===== config.mk =====
export PLATFORM = sky130hd
export DESIGN_NAME = alu_crc_pipe
export DESIGN_NICKNAME = d
export VERILOG_FILES = /design/src/rtl/alu_crc_pipe.sv
export SDC_FILE = /design/constraint.sdc
export NUM_CORES = 2
export LEC_CHECK = 0
export ABC_AREA = 1
export ABC_CLOCK_PERIOD_IN_PS = 14100
export CAP_MARGIN = 40
export CORE_ASPECT_RATIO = 0.75
export CORE_MARGIN = 2
export CORE_UTILIZATION = 55
export DETAILED_ROUTE_END_ITERATION = 7
export GPL_TIMING_DRIVEN = 0
export PLACE_DENSITY = 0.72
export SYNTH_ARGS = -nofsm -noshare
export SYNTH_HDL_FRONTEND = slang
export SYNTH_SLANG_ARGS = --single-unit

===== constraint.sdc =====
create_clock -name clk -period 14.1 [get_ports clk]
set_input_delay 2.82 -clock clk [delete_from_list [all_inputs] [get_ports clk]]
set_output_delay 2.82 -clock clk [all_outputs]
set_load 0.05 [all_outputs]

===== src/rtl/alu_crc_pipe.sv =====
// Handshaked ALU (add/sub/mul/restoring div/CRC chain) that computes a CRC of each result
// and holds result, CRC and flags until the consumer accepts them.
module alu_crc_pipe #(
  parameter int unsigned      WIDTH    = 32,
  parameter int unsigned      CRC_W    = 32,
  parameter logic [CRC_W-1:0] CRC_POLY = 32'h04C11DB7,
  parameter logic [CRC_W-1:0] CRC_INIT = '0
) (
  input  logic             clk,
  input  logic             rst,
  input  logic             in_valid,
  output logic             in_ready,
  input  logic [WIDTH-1:0] A,
  input  logic [WIDTH-1:0] B,
  input  logic [3:0]       opcode,
  output logic             out_valid,
  input  logic             out_ready,
  output logic [WIDTH-1:0] result,
  output logic [CRC_W-1:0] crc_out,
  output logic             carry,
  output logic             err
);

  localparam int unsigned CNT_W = $clog2(WIDTH + 1);

  typedef enum logic [3:0] {
    OP_ADD = 4'd0,
    OP_SUB = 4'd1,
    OP_MUL = 4'd2,
    OP_DIV = 4'd3,
    OP_CRC = 4'd4
  } op_e;

  typedef enum logic [2:0] {
    S_IDLE,
    S_EXEC,
    S_DIV,
    S_CRC,
    S_OUT
  } state_e;

  state_e             state_q, state_d;
  logic [WIDTH-1:0]   a_q, a_d;
  logic [WIDTH-1:0]   b_q, b_d;
  logic [3:0]         op_q, op_d;
  logic [WIDTH-1:0]   rem_q, rem_d;
  logic [CNT_W-1:0]   cnt_q, cnt_d;
  logic [WIDTH-1:0]   result_q, result_d;
  logic [CRC_W-1:0]   crc_q, crc_d;
  logic               carry_q, carry_d;
  logic               err_q, err_d;
  logic [WIDTH-1:0]   last_result_q, last_result_d;
  logic [CRC_W-1:0]   last_crc_q, last_crc_d;
  logic               in_ready_q, in_ready_d;
  logic               out_valid_q, out_valid_d;

  logic [WIDTH:0]     sum;
  logic [WIDTH:0]     rem_sh;
  logic [WIDTH:0]     diff;
  logic [2*WIDTH-1:0] prod;

  // MSB-first CRC over a whole data word, no reflection, no final XOR.
  function automatic logic [CRC_W-1:0] crc_calc(input logic [CRC_W-1:0] seed,
                                                input logic [WIDTH-1:0] data);
    logic [CRC_W-1:0] c;
    c = seed;
    for (int i = WIDTH - 1; i >= 0; i--) begin
      c = {c[CRC_W-2:0], 1'b0} ^ ({CRC_W{c[CRC_W-1] ^ data[i]}} & CRC_POLY);
    end
    return c;
  endfunction

  // NOTE: every signal written here gets a default first so no path leaves it
  // unassigned; otherwise synthesis infers a latch to hold the old value.
  always_comb begin
    state_d       = state_q;
    a_d           = a_q;
    b_d           = b_q;
    op_d          = op_q;
    rem_d         = rem_q;
    cnt_d         = cnt_q;
    result_d      = result_q;
    crc_d         = crc_q;
    carry_d       = carry_q;
    err_d         = err_q;
    last_result_d = last_result_q;
    last_crc_d    = last_crc_q;
    in_ready_d    = in_ready_q;
    out_valid_d   = out_valid_q;

    sum    = {1'b0, a_q} + {1'b0, b_q};
    prod   = {{WIDTH{1'b0}}, a_q} * {{WIDTH{1'b0}}, b_q};
    // a_q doubles as the dividend/quotient shift register during division.
    rem_sh = {rem_q, a_q[WIDTH-1]};
    diff   = rem_sh - {1'b0, b_q};

    unique case (state_q)
      S_IDLE: begin
        if (in_valid) begin
          a_d        = A;
          b_d        = B;
          op_d       = opcode;
          rem_d      = '0;
          cnt_d      = '0;
          in_ready_d = 1'b0;
          state_d    = (opcode == OP_DIV && B != '0) ? S_DIV : S_EXEC;
        end
      end
      S_DIV: begin
        if (!diff[WIDTH]) begin
          rem_d = diff[WIDTH-1:0];
          a_d   = {a_q[WIDTH-2:0], 1'b1};
        end else begin
          rem_d = rem_sh[WIDTH-1:0];
          a_d   = {a_q[WIDTH-2:0], 1'b0};
        end
        cnt_d = cnt_q + 1'b1;
        if (cnt_q == CNT_W'(WIDTH - 1)) state_d = S_EXEC;
      end
      S_EXEC: begin
        carry_d = 1'b0;
        err_d   = 1'b0;
        case (op_q)
          OP_ADD: {carry_d, result_d} = sum;
          OP_SUB: begin
            result_d = a_q - b_q;
            carry_d  = a_q < b_q;
          end
          OP_MUL: begin
            result_d = prod[WIDTH-1:0];
            carry_d  = |prod[2*WIDTH-1:WIDTH];
          end
          OP_DIV: begin
            if (b_q == '0) begin
              result_d = '1;
              err_d    = 1'b1;
            end else begin
              result_d = a_q;
            end
          end
          OP_CRC:  result_d = last_result_q;
          default: begin
            result_d = '0;
            err_d    = 1'b1;
          end
        endcase
        state_d = S_CRC;
      end
      S_CRC: begin
        crc_d       = crc_calc((op_q == OP_CRC) ? last_crc_q : CRC_INIT, result_q);
        out_valid_d = 1'b1;
        state_d     = S_OUT;
      end
      S_OUT: begin
        if (out_ready) begin
          last_result_d = result_q;
          last_crc_d    = crc_q;
          out_valid_d   = 1'b0;
          in_ready_d    = 1'b1;
          state_d       = S_IDLE;
        end
      end
      default: state_d = S_IDLE;
    endcase
  end

  // NOTE: non-blocking assignments here so every flop samples the values from
  // before the edge; blocking would let later lines see already-updated state.
  always_ff @(posedge clk) begin
    if (rst) begin
      state_q       <= S_IDLE;
      result_q      <= '0;
      crc_q         <= '0;
      carry_q       <= 1'b0;
      err_q         <= 1'b0;
      last_result_q <= '0;
      last_crc_q    <= '0;
      in_ready_q    <= 1'b1;
      out_valid_q   <= 1'b0;
    end else begin
      state_q       <= state_d;
      result_q      <= result_d;
      crc_q         <= crc_d;
      carry_q       <= carry_d;
      err_q         <= err_d;
      last_result_q <= last_result_d;
      last_crc_q    <= last_crc_d;
      in_ready_q    <= in_ready_d;
      out_valid_q   <= out_valid_d;
    end
  end

  // NOTE: operand and divider registers are left out of reset; they are
  // always loaded on accept before anything reads them.
  always_ff @(posedge clk) begin
    a_q   <= a_d;
    b_q   <= b_d;
    op_q  <= op_d;
    rem_q <= rem_d;
    cnt_q <= cnt_d;
  end

  assign in_ready  = in_ready_q;
  assign out_valid = out_valid_q;
  assign result    = result_q;
  assign crc_out   = crc_q;
  assign carry     = carry_q;
  assign err       = err_q;

endmodule

==> impl_metrics.py <==
metrics = {
    "drt": {
        "drc": 12,
        "post_drt_wl_per_cell_um": 27.1,
        "antenna_left": 0,
        "routed_wl_um": 243000,
        "route.detailed.vias_per_inst": 5.92,
        "drt_first_pass_iters": 8,
        "via_count": 53300,
        "detailedRoute.firstIterationViolations": 8136,
    },
    "timing": {
        "setup_repair_after_global_routing_missed_its_margin": "false",
        "setup_violations": 0,
        "worst_pin_slew_ns": 1.03,
        "fin_crit_sh": 0.800,
        "setup-tns-final_ns": 0,
        "fin_worst_skew_ns": 0.0179,
        "drv_slew": 0,
        "timing_hold_violations_final": 0,
        "fin_crit_ns": 11.28,
        "timing.max_slew.rel_slack": 0.314,
        "maxClockFrequency_mhz": 88.6,
    },
    "global_routing": {
        "track_usage": 0.484,
        "initial_antenna_violation_count": 17,
        "grt_max_degree": 27,
        "first_global_vias": 50000,
        "first_pass_grt_wire_length_um": 344000,
        "gr_ovfl_total": 0,
    },
    "critical_path": {
        "crit_path_start_kind": "flop",
        "critical-path-max-stage-delay_ns": 0.71,
        "cp_data_arrival_time_ns": 11.75,
        "critical_path_fanouts_max": 10,
        "critical_path_buffers_and_inverters": 6,
        "data_required_time_at_the_worst_endpoint_ns": 14.56,
        "critical_path.most_common_cell": "sky130_fd_sc_hd__fa_1",
        "family_of_cells_with_the_greatest_summed_delay_on_the_critical_path": "adder cells",
        "crit_path_top_delay_cell": "sky130_fd_sc_hd__fa_1",
        "critPathKind": "flop to flop",
        "end_kind": "flop",
    },
    "final_layout": {
        "layout.nets": 8984,
        "syn_to_final_growth_pct": 10.3,
        "fillers": 9113,
        "final_design_area_no_fill_mm2": 0.0594,
        "layout_cell_share_with_drive_strength_beyond_1": 0.0434,
    },
    "synth": {
        "yosysWarningCount": 0,
        "syn_nets": 8691,
        "synthDominantAreaCellType": "sky130_fd_sc_hd__fa_1",
        "yosysTopAreaCellShare": 0.334,
        "synth_area_leaders": "sky130_fd_sc_hd__fa_1, sky130_fd_sc_hd__nand2_1, sky130_fd_sc_hd__inv_1",
        "synthCells": 7358,
        "netlist-cell-type-count": 56,
        "synth-seq-cells": 241,
        "sequential_share_of_the_synthesized_area": 0.109,
        "synthTopCellsByCount": "sky130_fd_sc_hd__nand2_1, sky130_fd_sc_hd__inv_1, sky130_fd_sc_hd__fa_1",
        "average_footprint_of_a_synthesized_cell_um2": 7.31,
        "async_s_r_ff_share_synth": 0,
        "yosysMostFrequentCell": "sky130_fd_sc_hd__nand2_1",
        "synth_edf_count": 106,
        "synth_area_mm2": 0.0538,
        "synth_flop_cell": "sky130_fd_sc_hd__dfxtp_1",
    },
    "die": {
        "start_util": 0.554,
        "dieArea_mm2": 0.100,
        "fp.dieH_um": 275,
        "floorplan.io_pins": 140,
        "die-width_um": 365,
        "rows": 99,
        "core_mm2": 0.0971,
    },
    "outcome": {
        "status": "finished, violations left",
        "violations_in_the_final_reports": "design-rule violations",
    },
    "clock_network": {
        "tritoncts_num_sinks": 241,
        "cts_resized": 0,
        "cts_hold_repair.buffers": 0,
        "postCtsSetupBuffers": 0,
        "maximum_level_of_the_cts_h_tree": 1,
        "path_clk_slew_ns": 0.08,
        "max-clock-path-buffers": 3,
        "tritoncts": "done",
        "cts_root_buffer": "sky130_fd_sc_hd__clkbuf_16",
        "clkLatencyLatePin_ns": 0.61,
        "cts-buffers-inserted": 25,
    },
    "place": {
        "port-buffer-count": 138,
        "hpwlAfterDp_um": 210000,
        "gpl_congestion": 1.13,
        "placed_area_mm2": 0.0584,
    },
    "min_path": {
        "worstHoldPathType": "flop to flop",
    },
    "run": {
        "max_cap_violations": 0,
    },
}
[per-layer routing]
| layer | vias to the layer above | share of wire | track usage |
|---|---|---|---|
| li1 | 22600 | - | - |
| met1 | 25500 | 0.40 | 0.687 |
| met2 | 4496 | 0.35 | 0.590 |
| met3 | 641 | 0.21 | 0.308 |
| met4 | 24 | 0.038 | 0.141 |
| met5 | - | 0.0015 | 0 |
[state kept, by name, summed over array words and instances, names as in the netlist]
signal	cells
last_result_q	32
carry	1
last_crc_q	32
out_valid	1
state_q	3
b_q	32
cnt_q	6
crc_out	32
op_q	4
in_ready	1
result	32
rem_q	32
err	1
a_q	32
[cell usage in the layout, fill, tap and decap left out, drive strengths merged, types with 9 or more instances in the layout]
cell           synthesis  routed
a21o                  19      19
nor2                 286     286
dfxtp                135     135
ha                   363     363
xnor2                 53      53
xor2                 115     115
a21oi                380     380
nand2               2006    2006
a221oi                20      20
clkinv                 6       9
buf                   11     137
a211oi                13      13
or2                   17      17
o21ai                279     279
nand4                 51      51
a21boi                14      14
inv                 1815    1820
fa                   898     898
o22ai                  9       9
nand3                256     256
o211ai                17      17
diode                  0      15
clkbuf               324     361
a31oi                 30      30
nor3                  41      41
nand3b                11      11
clkdlybuf4s50          0     138
nor4                  24      24
edfxtp               106     106
o21a                  13      13
o21bai                13      13
[area by class of cell]
type / count / area, µm² / area share
Timing Repair Buffer: 266 / 2940 / 0.0495
Clock buffer: 36 / 761 / 0.0128
Inverter: 1821 / 6840 / 0.115
Tap cell: 1313 / 1640 / 0.0277
Multi-Input combinational cell: 4961 / 39800 / 0.671
Sequential cell: 241 / 5890 / 0.0992
Antenna cell: 15 / 37.5 / 0.000632
Buffer: 335 / 1290 / 0.0217
Clock inverter: 10 / 139 / 0.00234
[metrics by stage]
stage	utilization	hold slack, ns	cells	worst slack (ns)
final	0.611	0.460	8998	2.82
after CTS	0.611	0.453	8980	3.60
after detailed placement	0.601	0.442	8934	3.66
after global routing	0.611	0.474	8983	2.98
after floorplan	-	0.424	7358	5.71
after global placement	0.585	0.439	8809	1.81
[path summary, 6_finish.rpt]
| path | slack (ns) | from | cells past startpoint | to |
|---|---|---|---|---|
| hold / removal | 0.46 | last_result_q[6] | 2 | last_result_q[6] |
| setup / recovery | 2.82 | b_q[9] | 32 | carry |
| setup reg to reg | 2.82 | b_q[9] | 32 | carry |
| hold reg to reg | 0.46 | last_result_q[6] | 2 | last_result_q[6] |
[worst register-to-register path: cells and delay by family (launching register included)]
kind | cells | cell delay (ns)
AO/OA/AOI/OAI | 5 | 1.93
buffers and inverters | 6 | 1.63
AND/OR/NAND/NOR | 11 | 2.04
flip-flops | 1 | 0.50
adder cells (fa/ha/maj) | 9 | 4.89
XOR/XNOR | 1 | 0.17
[cells by family (layout without fill, tap and decap cells)]
kind of cell | count (synthesis) | in the layout | synth area share
adders and majority gates | 1261 | 1261 | 0.419
and+or+nand+nor | 2698 | 2698 | 0.207
xor gates and xnor gates | 168 | 168 | 0.0281
buffers and inverters | 2156 | 2468 | 0.151
other | 0 | 15 | 0
AOI/OAI and AO/OA | 834 | 834 | 0.0859
DFF | 241 | 241 | 0.109
Power is not shown: default switching activity piles up to over one toggle a cycle in this logic, so the estimate is an artifact.
